$ cat src/rtl/scr1_axi_mem_bridge.sv
// Single-outstanding bridge from the core request/response memory port to an AXI4 master.
// Issues single-beat transactions, aligns byte lanes and folds AXI responses into OK/ERR.
module scr1_axi_mem_bridge #(
  parameter int              W_ID   = 4,
  parameter int              W_ADR  = 32,
  parameter int              W_DATA = 32,
  parameter logic [W_ID-1:0] AXI_ID = '0
) (
  input  logic                rst_n,
  input  logic                clk,
  // core side
  input  logic                core_req,
  output logic                core_req_ack,
  input  logic                core_cmd,
  input  logic [1:0]          core_width,
  input  logic [W_ADR-1:0]    core_addr,
  input  logic [W_DATA-1:0]   core_wdata,
  output logic [W_DATA-1:0]   core_rdata,
  output logic [1:0]          core_resp,
  // AXI write address
  output logic                awvalid,
  input  logic                awready,
  output logic [W_ID-1:0]     awid,
  output logic [W_ADR-1:0]    awaddr,
  output logic [2:0]          awsize,
  output logic [7:0]          awlen,
  output logic [1:0]          awburst,
  // AXI write data
  output logic                wvalid,
  input  logic                wready,
  output logic [W_DATA-1:0]   wdata,
  output logic [W_DATA/8-1:0] wstrb,
  output logic                wlast,
  // AXI write response
  input  logic                bvalid,
  output logic                bready,
  input  logic [W_ID-1:0]     bid,
  input  logic [1:0]          bresp,
  // AXI read address
  output logic                arvalid,
  input  logic                arready,
  output logic [W_ID-1:0]     arid,
  output logic [W_ADR-1:0]    araddr,
  output logic [2:0]          arsize,
  output logic [7:0]          arlen,
  output logic [1:0]          arburst,
  // AXI read data
  input  logic                rvalid,
  output logic                rready,
  input  logic [W_ID-1:0]     rid,
  input  logic [W_DATA-1:0]   rdata,
  input  logic                rlast,
  input  logic [1:0]          rresp
);

  localparam logic [1:0] RESP_IDLE = 2'd0;
  localparam logic [1:0] RESP_OK   = 2'd1;
  localparam logic [1:0] RESP_ERR  = 2'd2;

  typedef enum logic [2:0] {S_IDLE, S_ERR, S_RD_A, S_RD_D, S_WR, S_WR_B} state_t;

  state_t                state_q, state_d;
  logic [W_ADR-1:0]      addr_q;
  logic [1:0]            width_q;
  logic [W_DATA-1:0]     wdata_q;
  logic [W_DATA/8-1:0]   wstrb_q;
  logic                  aw_done_q, w_done_q;
  logic [W_DATA-1:0]     rdata_q;
  logic [1:0]            resp_q;

  logic                  accept, misaligned;
  logic                  aw_hs, w_hs, b_hs, ar_hs, r_hs;
  logic [W_DATA/8-1:0]   strb_base;
  logic [W_DATA-1:0]     r_shifted, r_extracted;
  logic                  unused_inputs;

  assign accept       = core_req & (state_q == S_IDLE);
  assign core_req_ack = accept;
  assign misaligned   = (core_width == 2'd3)
                      | ((core_width == 2'd1) & core_addr[0])
                      | ((core_width == 2'd2) & (|core_addr[1:0]));

  assign aw_hs = awvalid & awready;
  assign w_hs  = wvalid  & wready;
  assign b_hs  = bvalid  & bready;
  assign ar_hs = arvalid & arready;
  assign r_hs  = rvalid  & rready;

  // Transaction IDs, burst length and rlast carry no information for single beats.
  assign unused_inputs = ^{rid, bid, rlast, bresp[0], rresp[0]};

  always_comb begin
    case (core_width)
      2'd0:    strb_base = 4'b0001;
      2'd1:    strb_base = 4'b0011;
      2'd2:    strb_base = 4'b1111;
      default: strb_base = 4'b0000;
    endcase
  end

  always_comb begin
    r_shifted = rdata >> {addr_q[1:0], 3'b000};
    case (width_q)
      2'd0:    r_extracted = {24'd0, r_shifted[7:0]};
      2'd1:    r_extracted = {16'd0, r_shifted[15:0]};
      default: r_extracted = r_shifted;
    endcase
  end

  // NOTE: clocked state uses non-blocking assignments so every register samples pre-edge values.
  always_ff @(posedge clk or negedge rst_n) begin
    if (!rst_n) state_q <= S_IDLE;
    else        state_q <= state_d;
  end

  always_comb begin
    state_d = state_q;
    case (state_q)
      S_IDLE: if (accept) state_d = misaligned ? S_ERR : (core_cmd ? S_WR : S_RD_A);
      S_ERR:  state_d = S_IDLE;
      S_RD_A: if (ar_hs) state_d = S_RD_D;
      S_RD_D: if (r_hs)  state_d = S_IDLE;
      S_WR:   if ((aw_done_q | aw_hs) & (w_done_q | w_hs)) state_d = S_WR_B;
      S_WR_B: if (b_hs)  state_d = S_IDLE;
      default: state_d = S_IDLE;
    endcase
  end

  // Valids come only from registered state, so they never glitch on input changes.
  always_comb begin
    arvalid = (state_q == S_RD_A);
    rready  = (state_q == S_RD_D);
    awvalid = (state_q == S_WR) & ~aw_done_q;
    wvalid  = (state_q == S_WR) & ~w_done_q;
    bready  = (state_q == S_WR_B);
  end

  always_ff @(posedge clk or negedge rst_n) begin
    if (!rst_n) begin
      addr_q    <= '0;
      width_q   <= '0;
      wdata_q   <= '0;
      wstrb_q   <= '0;
      aw_done_q <= 1'b0;
      w_done_q  <= 1'b0;
      rdata_q   <= '0;
      resp_q    <= RESP_IDLE;
    end else begin
      resp_q <= RESP_IDLE;
      if (accept) begin
        addr_q    <= core_addr;
        width_q   <= core_width;
        wdata_q   <= core_wdata << {core_addr[1:0], 3'b000};
        wstrb_q   <= strb_base << core_addr[1:0];
        aw_done_q <= 1'b0;
        w_done_q  <= 1'b0;
        if (misaligned) resp_q <= RESP_ERR;
      end
      if (aw_hs) aw_done_q <= 1'b1;
      if (w_hs)  w_done_q  <= 1'b1;
      if (r_hs) begin
        rdata_q <= r_extracted;
        resp_q  <= rresp[1] ? RESP_ERR : RESP_OK;
      end
      if (b_hs) resp_q <= bresp[1] ? RESP_ERR : RESP_OK;
    end
  end

  assign core_rdata = rdata_q;
  assign core_resp  = resp_q;

  assign awid    = AXI_ID;
  assign awaddr  = addr_q;
  assign awsize  = {1'b0, width_q};
  assign awlen   = 8'd0;
  assign awburst = 2'b01;
  assign wdata   = wdata_q;
  assign wstrb   = wstrb_q;
  assign wlast   = 1'b1;
  assign arid    = AXI_ID;
  assign araddr  = addr_q;
  assign arsize  = {1'b0, width_q};
  assign arlen   = 8'd0;
  assign arburst = 2'b01;

endmodule

$ cat config.mk
export PLATFORM = sky130hd
export DESIGN_NAME = scr1_axi_mem_bridge
export DESIGN_NICKNAME = d
export VERILOG_FILES = /design/src/rtl/scr1_axi_mem_bridge.sv
export SDC_FILE = /design/constraint.sdc
export NUM_CORES = 1
export LEC_CHECK = 0
export ABC_AREA = 1
export BUFFER_PORTS_ARGS = -buffer_cell sky130_fd_sc_hd__buf_4
export CAP_MARGIN = 5
export CORE_AREA = 2 2 115 117
export CTS_CLUSTER_DIAMETER = 200
export DETAILED_ROUTE_END_ITERATION = 8
export DIE_AREA = 0 0 117 119
export GPL_ROUTABILITY_DRIVEN = 1
export HOLD_SLACK_MARGIN = 0.1
export PLACE_DENSITY = 0.88
export SETUP_SLACK_MARGIN = 0.05
export SYNTH_ARGS = -nofsm -noshare
export SYNTH_HDL_FRONTEND = slang
export SYNTH_SLANG_ARGS = --single-unit
export TNS_END_PERCENT = 20
$ cat constraint.sdc
create_clock -name clk -period 2.8 [get_ports clk]
set_clock_uncertainty 0.2 [all_clocks]
set_input_delay 0 -clock clk [delete_from_list [all_inputs] [get_ports clk]]
set_output_delay 0 -clock clk [all_outputs]
set_load 0.1 [all_outputs]
==> results of run 1 <==
-- state kept, by name, indices dropped and copies added, names as in the netlist --
register    flops
araddr         32
core_rdata     32
wdata          32
wstrb           4
state_q         3
core_resp       2
width_q         2
aw_done_q       1
w_done_q        1
-- layout make-up --
| cell class | count | area, µm² | area share |
|---|---|---|---|
| Multi-Input combinational cell | 507 | 2290 | 0.243 |
| Timing Repair Buffer | 420 | 3590 | 0.381 |
| Clock buffer | 9 | 225 | 0.0239 |
| Tap cell | 176 | 220 | 0.0234 |
| Clock inverter | 7 | 56.3 | 0.00597 |
| Sequential cell | 109 | 2730 | 0.290 |
| Inverter | 81 | 307 | 0.0325 |
-- tightest hold or removal path, delay by kind of cell --
kind            cells  cell delay, ns
compound gates      2            0.31
buf+inv             1            0.22
simple gates        1            0.10
-- timing repair --
item | in CTS | in global routing
endpoints found under the setup margin | 0 | 3
endpoints found under the hold margin | 218 | 0
hold buffers | 161 | 0
gates resized for setup | 0 | 7
-- cells by family after synthesis --
kind of cell	count (synthesis)
AOI/OAI and AO/OA	138
adders and majority gates	3
buffers and inverters	186
DFF	109
other	2
and+or+nand+nor	335
-- layer usage --
| layer | routed length (µm) | up-vias |
|---|---|---|
| met5 | 0 | - |
| li1 | - | 3040 |
| met4 | 1240 | 0 |
| met1 | 8040 | 3145 |
| met2 | 11500 | 460 |
| met3 | 1920 | 116 |
-- cell usage in the layout (no fill, tap or decap), drive strengths merged --
cell type    synthesis  routed
o21a                 1       1
inv                 79      82
nor3                 1       1
nor3b                1       1
a21oi                4       4
nand2              268     268
nand4                7       7
nor2                19      19
nand3b               8       8
o211ai               3       3
o22ai                8       8
dlygate4sd3          0     161
clkbuf              14       9
o21ai              122     122
dfrtp              109     109
buf                 91     259
clkinv               2       6
nand3               30      30
conb                 2      31
ha                   3       3
or2                  1       1
-- metrics by stage --
stage / util / std cells / TNS (ns) / worst slack, ns / cell area (µm²)
floorplan: - / 802 / 0 / 0.202 / 6000
global placement: 0.584 / 1132 / 0 / 0.961 / 7520
detailed placement: 0.584 / 1132 / 0 / 0.921 / 7520
CTS: 0.731 / 1309 / 0 / 0.100 / 9420
global route: 0.732 / 1309 / -0.0517 / -0.0517 / 9430
finish: 0.732 / 1309 / 0 / 0.0211 / 9430
-- path summary, 6_finish.rpt --
| kind | slack [ns] | endpoint | cells past startpoint |
|---|---|---|---|
| max | 0.02 | state_q[1] | 8 |
| min | 0.14 | wdata[13] | 4 |
| max reg2reg | 0.02 | state_q[1] | 8 |
| min reg2reg | 0.29 | wstrb[3] | 2 |
| max in group asynchronous | 1.04 | wdata[2] | 4 |
| min in group asynchronous | 0.60 | core_resp[1] | 3 |
==> metrics.csv, run 1 <==
metric;value;unit
setup_viol;0;
tritoncts_clock_tree;built;
synth-seq-cells;109;
n_fill_cell;817;
synth_top_flop_cell;dfrtp_1;
core_area;12900;µm²
ys_async_sr_fraction;1.00;
globalRoute.totalOverflow;0;
worstPathMaxFanout;6;
netlist.area_leader.share;0.463;
timing.critical_path.arrival;2.80;ns
grt_util_all_layers;0.327;
drt_iter0_drc;739;
worstSetupPathType;reg -> reg;
drt_pre_antenna_iters;7;
clock_path_buffers;2;
maxSlewHeadroom;0.492;
globalplace.congestion;0.847;
post_layout_min_period;2.78;ns
drv_slew;0;
worstPathRequired;2.82;ns
worstSetupStartpointType;flip-flop;
rsz0062_at_grt;yes;
clk-insertion-delay-late;0.34;ns
placementRows;42;
drt_drc_violations_left;0;
synth-compound-area-share;0.128;
io-pin-count;295;
worst_path_max_delay_cell;dlygate4sd3_1;
synth_simple_gate_area_frac;0.233;
synthesis.area;5900;µm²
crit_chain;nor2_2 -> nand2_1 -> inv_1 -> o21ai_1 -> nand3_1 -> dlygate4sd3_1 -> nand2_1 -> dlygate4sd3_1;
hold_viol;0;
floorplan.initialDensity;0.458;
worst_slew_pin_slew;0.758;ns
synth_top_cells_by_count;nand2_1 (267), o21ai_0 (110), dfrtp_1 (109);
min_period_over_period;0.992;
run_status;finished, final reports clean;
maxClockFrequency;360;MHz
layout-drive-gt1-share;0.266;
place.detailed.hpwl;12.1;mm
die-area;13900;µm²
fin_worst_hold_slack;0.140;ns
clock_tree.htree_level_count;3;
hp-class;in -> reg;
drt-wirelength-per-cell;17.3;µm
post_synth_fa_ha_maj_area_fraction;0.00637;
number_of_global_route_vias_before_repair;6901;
critPathLaunch;state_q[1];
layout-area-overhead-vs-synth;59.9;%
synth_warnings;0;
fp.dieW;117;µm
crit_family;buffers and inverters;
count_of_different_cell_masters_after_synthesis;31;
clkSlewWorstSetupHoldPaths;0.07;ns
tritoncts_num_sinks;109;
synth_largest_area_cell;dfrtp_1;
synth.avg_cell_area;7.63;µm²
r2r_start;state_q[1];
floorplan.die.height;119;µm
route.final.wire_length;22.7;mm
via_count;6761;
synth_mux_area_frac;0;
tritoncts.num_buffers;9;
critPathCaptureType;flip-flop;
synth_xor_xnor_area_share;0;
ys_seq_area_frac;0.463;
initial_antenna_violation_count;0;
clk_root_buffer_cell;clkbuf_16;
number_of_inserted_diodes;0;
vias_per_cell;5.17;
globalRoute.busiestLayer;met2;
portBuffers;252;
cells_after_synthesis;773;
cp.buffers_inverters;3;
synth_top_cells_by_area;dfrtp_1 (46%), nand2_1 (17%), o21ai_0 (9.3%), buf_4 (8.9%), inv_1 (4.8%);
global_routing_met1_resource_utilization;0.359;
grt_first_pass_wirelength;35.1;mm
grt_use_met3;0.0824;
timing.hold.worst.start;core_addr[0];
fin_nets;1251;
synth_edf_count;0;
worst_path_largest_cell_delay;0.59;ns
drv.max_cap_violation_count;0;
grtUsageMet2;0.568;
synth_top_family_by_area;simple AND/OR/NAND/NOR gates;
final_antenna_net_count;0;
post_cts.repair.setup_buffers;0;
grt_start_max_net_pins;60;
yosysMostFrequentCell;nand2_1;
Power of run 1 is left out: the tool's default activity adds up to more than one toggle a clock period on the data nets, which glitch-free logic cannot reach.
==> run 2: changes to the inputs <==
ABC_AREA = 0   (was 1)
==> metrics.csv, run 2 <==
metric;value;unit;change
run_status;finished, final reports clean;;
worstPathMaxFanout;3;;-3
mostFrequentLayoutCell;buf_4;;
count_of_different_cell_masters_after_synthesis;42;;+35%
clk-insertion-delay-late;0.34;ns;about the same
crit_family;buffers and inverters;;
fp.dieW;117;µm;unchanged
grt_util_all_layers;0.294;;-0.0333
synthesis.area;5810;µm²;-1.4%
initial_antenna_violation_count;0;;unchanged
worst_path_largest_cell_delay;0.58;ns;about the same
tritoncts_clock_tree;built;;
number_of_global_route_vias_before_repair;6145;;-11%
globalplace.congestion;0.866;;+2.3%
globalRoute.totalOverflow;0;;unchanged
clk_root_buffer_cell;clkbuf_16;;
synth_mux_area_frac;0.0898;;+0.0898
dp_cell_count;986;;-13%
timing.critical_path.arrival;2.76;ns;-0.04 ns
post_layout_min_period;2.68;ns;-0.0948 ns
drt_iter0_drc;531;;-28%
floorplan.die.height;119;µm;unchanged
synth_top_cells_by_area;dfrtp_1 (47%), nand2_1 (11%), buf_4 (8.5%), mux2i_1 (5.7%), mux2_2 (3.1%);;
synth-compound-area-share;0.124;;-0.00330
layout_common_cells;buf_4 (260), nand2_1 (166), dlygate4sd3_1 (139), dfrtp_1 (109), mux2i_1 (33);;
fin_cells;1141;;-13%
worstSetupStartpointType;primary input;;
via_count;6013;;-11%
critPathLaunch;core_width[0];;
grt_first_pass_wirelength;31.8;mm;-9.5%
worst_slew_pin_slew;0.794;ns;+0.0363 ns
min_period_over_period;0.959;;-0.0338
drt-wirelength-per-cell;18.3;µm;+5.7%
ys_seq_area_frac;0.469;;+0.00677
maxClockFrequency;373;MHz;+3.5%
worst_path_max_delay_cell;dlygate4sd3_1;;
design_area;9090;µm²;-3.6%
postPlaceCellArea;7380;µm²;-1.9%
n_fill_cell;826;;+1.1%
final_antenna_net_count;0;;unchanged
synth_xor_xnor_area_share;0;;unchanged
floorplan.initialDensity;0.451;;-0.00661
synth_edf_count;0;;unchanged
synth_top_flop_cell;dfrtp_1;;
synth_largest_area_cell;dfrtp_1;;
placementRows;42;;unchanged
yosysMostFrequentCell;nand2_1;;
synth_top_family_by_area;simple AND/OR/NAND/NOR gates;;
synth.avg_cell_area;9.34;µm²;+22%
ys_async_sr_fraction;1.00;;unchanged
crit_chain;dlygate4sd3_1 -> buf_4 -> inv_1 -> ha_1 -> o21ai_0 -> nand3_1 -> a211oi_1 -> dlygate4sd3_1 -> o21a_1 -> dlygate4sd3_1;;
tritoncts_num_sinks;109;;unchanged
die-area;13900;µm²;unchanged
drv_slew;0;;unchanged
synth_top_cells_by_count;nand2_1 (166), dfrtp_1 (109), buf_4 (66);;
timing.hold.worst.start;core_addr[8];;
drv.max_cap_violation_count;0;;unchanged
netlist.area_leader.share;0.469;;+0.00677
io-pin-count;295;;unchanged
clock_tree.htree_level_count;3;;unchanged
drt_drc_violations_left;0;;unchanged
drt_pre_antenna_iters;6;;-1
hold_viol;0;;unchanged
critPathCaptureType;flip-flop;;
hp-class;in -> reg;;
clock_path_buffers;2;;unchanged
route.final.wire_length;20.9;mm;-7.8%
cpMostUsedCell;dlygate4sd3_1;;
timing.setup.tns;0;ns;unchanged
fin_nets;1084;;-13%
vias_per_cell;5.27;;+2.0%
place.detailed.hpwl;12.1;mm;-0.47%
post_cts.repair.setup_buffers;0;;unchanged
r2r_start;state_q[1];;
core_area;12900;µm²;unchanged
clkSlewWorstSetupHoldPaths;0.07;ns;about the same
maxSlewHeadroom;0.471;;-0.0211
post_synth_fa_ha_maj_area_fraction;0.00646;;+0.0000932
worstSetupPathType;in -> reg;;
tritoncts.num_buffers;9;;unchanged
layout-area-overhead-vs-synth;56.4;%;
cells_after_synthesis;622;;-20%
cp.buffers_inverters;5;;+2
synth_warnings;0;;unchanged
worstPathRequired;2.88;ns;+0.06 ns
layout-drive-gt1-share;0.315;;+0.0494
portBuffers;252;;unchanged
rsz0062_at_grt;yes;;
number_of_inserted_diodes;0;;unchanged
synth_simple_gate_area_frac;0.172;;-0.0614
grt_start_max_net_pins;74;;+23%
setup_viol;0;;unchanged
synth-seq-cells;109;;unchanged
run 2: changes by cell type after synthesis, moves of 12 or more:
cell	previous run	this run
a21oi_1	4	30
a211oi_1	0	17
nand2_1	267	166
mux2i_1	0	33
buf_6	1	13
nand3_1	30	18
o21ai_0	110	10
mux2_2	0	16
nor2b_1	0	19
inv_1	75	7
o31ai_1	0	18
run 2: per-stage QoR:
stage               hold slack, ns  utilization  setup WS (ns)
global placement            -0.120        0.573          0.556
finish                       0.194        0.706          0.116
floorplan                   -0.496            -          0.383
CTS                          0.142        0.706          0.109
detailed placement          -0.118        0.573          0.489
global route                 0.197        0.706         0.0300
run 2: final timing paths:
path                                 to  slack (ns)  cells after the start
min in group asynchronous     araddr[3]        0.55                      4
max in group asynchronous     wdata[18]        1.55                      4
setup reg to reg           core_resp[1]        0.16                      6
setup / recovery             state_q[2]        0.12                     10
hold / removal                araddr[8]        0.19                      4
hold reg to reg                wdata[5]        0.28                      2
run 2: final cells by class:
type	count	area, µm²	area share
repair buffers	403	3420	0.377
flip-flops and latches	109	2730	0.300
multi-input cells	430	2400	0.264
clock buffers	13	270	0.0297
well taps	176	220	0.0242
inverters	8	35.0	0.00385
clock inverters	2	16.3	0.00179
run 2: what timing repair did:
item                                    CTS  global route
hold buffers                            140             0
endpoints found under the hold margin   218             0
resized for setup                         0             2
endpoints found under the setup margin    0             7
run 2: logic make-up (layout without fill, tap and decap cells):
| kind of cell | count (synthesis) | after routing |
|---|---|---|
| AND/OR/NAND/NOR | 238 | 238 |
| buffers and inverters | 112 | 426 |
| flip-flops | 109 | 109 |
| AO/OA/AOI/OAI | 108 | 108 |
| multiplexers | 50 | 50 |
| adder cells (fa/ha/maj) | 3 | 3 |
| other | 2 | 31 |
run 2: per-layer routing:
layer / up-vias / wire length (µm) / GRT usage
li1: 2674 / - / -
met1: 2887 / 7400 / 0.329
met2: 375 / 10800 / 0.514
met3: 77 / 1900 / 0.0814
met4: 0 / 855 / 0.132
met5: - / 0 / 0
run 2: worst reg2reg max path, stage by stage, from the launching register on:
cell	delay [ns]
dfrtp_1	0.49
or3b_1	0.48
or2_4	0.33
clkinv_4	0.26
a22oi_1	0.12
a21oi_1	0.16
dlygate4sd3_1	0.55
Power of run 2 is left out for the same reason.
==> run 3: changes to the inputs <==
MAX_ROUTING_LAYER = met4   (was unset)
PLACE_DENSITY = 0.79   (was 0.88)
==> metrics.csv, run 3 (synthesis gave the netlist of run 2 again) <==
metric;value;unit;change
run_status;finished, final reports clean;;
crit_family;buffers and inverters;;
worstSetupPathType;reg -> reg;;
drt_drc_violations_left;0;;unchanged
vias_per_cell;5.11;;-2.9%
tritoncts_clock_tree;built;;
worstSetupStartpointType;flip-flop;;
timing.critical_path.arrival;2.67;ns;-0.09 ns
drv_slew;0;;unchanged
cpMostUsedCell;dlygate4sd3_1;;
floorplan.initialDensity;0.451;;unchanged
post-place-ws;0.505;ns;+0.0159 ns
number_of_inserted_diodes;0;;unchanged
post_layout_min_period;2.63;ns;-0.0510 ns
layout-drive-gt1-share;0.312;;-0.00323
critPathLaunch;araddr[0];;
critical_path.reg2reg.endpoint;core_rdata[15];;
tritoncts_num_sinks;109;;unchanged
initial_antenna_violation_count;0;;unchanged
drv.max_cap_violation_count;0;;unchanged
timing.setup.tns;0;ns;unchanged
worst_path_max_delay_cell;dlygate4sd3_1;;
worst_slew_pin_slew;0.900;ns;+0.106 ns
layout-area-overhead-vs-synth;57.7;%;
core_area;12900;µm²;unchanged
n_fill_cell;874;;+5.8%
hold_viol;0;;unchanged
finalWorstSetupSlack;0.167;ns;+0.0510 ns
globalRoute.totalOverflow;0;;unchanged
maxSlewHeadroom;0.400;;-0.0706
cp.buffers_inverters;3;;-2
tritoncts.num_buffers;9;;unchanged
worstPathRequired;2.83;ns;-0.05 ns
drt_iter0_drc;389;;-27%
io-pin-count;295;;unchanged
layout_common_cells;buf_4 (261), nand2_1 (166), dlygate4sd3_1 (150), dfrtp_1 (109), mux2i_1 (33);;
crit_cells;6;;-4
drt-wirelength-per-cell;17.2;µm;-5.9%
drt_pre_antenna_iters;5;;-1
final_antenna_net_count;0;;unchanged
grt_util_all_layers;0.288;;-0.00613
clk_root_buffer_cell;clkbuf_16;;
place.detailed.hpwl;11.4;mm;-5.2%
rsz0062_at_grt;no;;
grt_first_pass_wirelength;30.1;mm;-5.1%
placementRows;42;;unchanged
floorplan.die.height;119;µm;unchanged
worst_path_largest_cell_delay;0.58;ns;about the same
fin_worst_hold_slack;0.0765;ns;-0.118 ns
clkSlewWorstSetupHoldPaths;0.07;ns;about the same
r2r_slack;0.17;ns;about the same
r2r_start;araddr[0];;
setup_viol;0;;unchanged
rr_worst_depth;6;;unchanged
maxClockFrequency;380;MHz;+1.9%
route.final.wire_length;19.8;mm;-5.1%
mostFrequentLayoutCell;buf_4;;
number_of_global_route_vias_before_repair;5911;;-3.8%
worstPathMaxFanout;37;;+34
grt_start_max_net_pins;84;;+14%
die-area;13900;µm²;unchanged
post_cts.repair.setup_buffers;0;;unchanged
clk-insertion-delay-late;0.35;ns;about the same
portBuffers;252;;unchanged
crit_chain;buf_12 -> mux2i_1 -> dlygate4sd3_1 -> o21ai_0 -> a22o_1 -> dlygate4sd3_1;;
fin_nets;1093;;+0.83%
setup.worst_path.end;core_rdata[15];;
hp-class;in -> async;;
clock_path_buffers;2;;unchanged
fp.dieW;117;µm;unchanged
globalplace.congestion;0.842;;-2.7%
critPathCaptureType;flip-flop;;
clock_tree.htree_level_count;3;;unchanged
via_count;5887;;-2.1%
min_period_over_period;0.940;;-0.0182
==> run 3: how the worst min path moves through the flow <==
stage,from,end,slack [ns],depth (start not counted)
final,rst_n,araddr[18],0.08,2
after global routing,rst_n,araddr[18],0.15,2
after CTS,rst_n,araddr[18],0.11,2
after detailed placement,rst_n,araddr[18],-0.06,1
after global placement,rst_n,araddr[18],-0.05,1
after floorplan,rst_n,araddr[0],-0.50,0
==> run 3: metal layers <==
layer / routed length (µm) / GRT usage / share of wire / vias to the layer above
li1: - / - / - / 2689
met1: 7520 / 0.317 / 0.38 / 2824
met2: 9810 / 0.467 / 0.49 / 291
met3: 1350 / 0.0662 / 0.068 / 83
met4: 1160 / 0.179 / 0.059 / 0
met5: 0 / - / 0 / -
==> run 3: cell type report <==
cell class                      instances  area (µm²)  area share
Inverter                                8        35.0     0.00382
Multi-Input combinational cell        430        2400       0.262
Clock inverter                          7        78.8     0.00860
Timing Repair Buffer                  412        3480       0.380
Tap cell                              176         220      0.0240
Sequential cell                       109        2730       0.298
Clock buffer                            9         225      0.0246
==> run 3: metrics by stage <==
stage | instance area (µm²) | util | cells
final | 9170 | 0.712 | 1151
after floorplan | 5920 | - | 651
after detailed placement | 7350 | 0.571 | 985
after CTS | 9150 | 0.711 | 1151
after global placement | 7350 | 0.571 | 985
after global routing | 9170 | 0.712 | 1151
==> run 3: repair_timing <==
item / in CTS / in global routing
setup endpoints to repair: 0 / 9
hold buffers: 150 / 0
endpoints found under the hold margin: 169 / 0
gates resized for setup: 0 / 5
==> run 3: worst reg2reg max path, cell delays in order (launching register included) <==
cell,delay [ns]
dfrtp_1,0.40
buf_12,0.24
mux2i_1,0.25
dlygate4sd3_1,0.58
o21ai_0,0.10
a22o_1,0.19
dlygate4sd3_1,0.56
Power of run 3 is left out for the same reason.
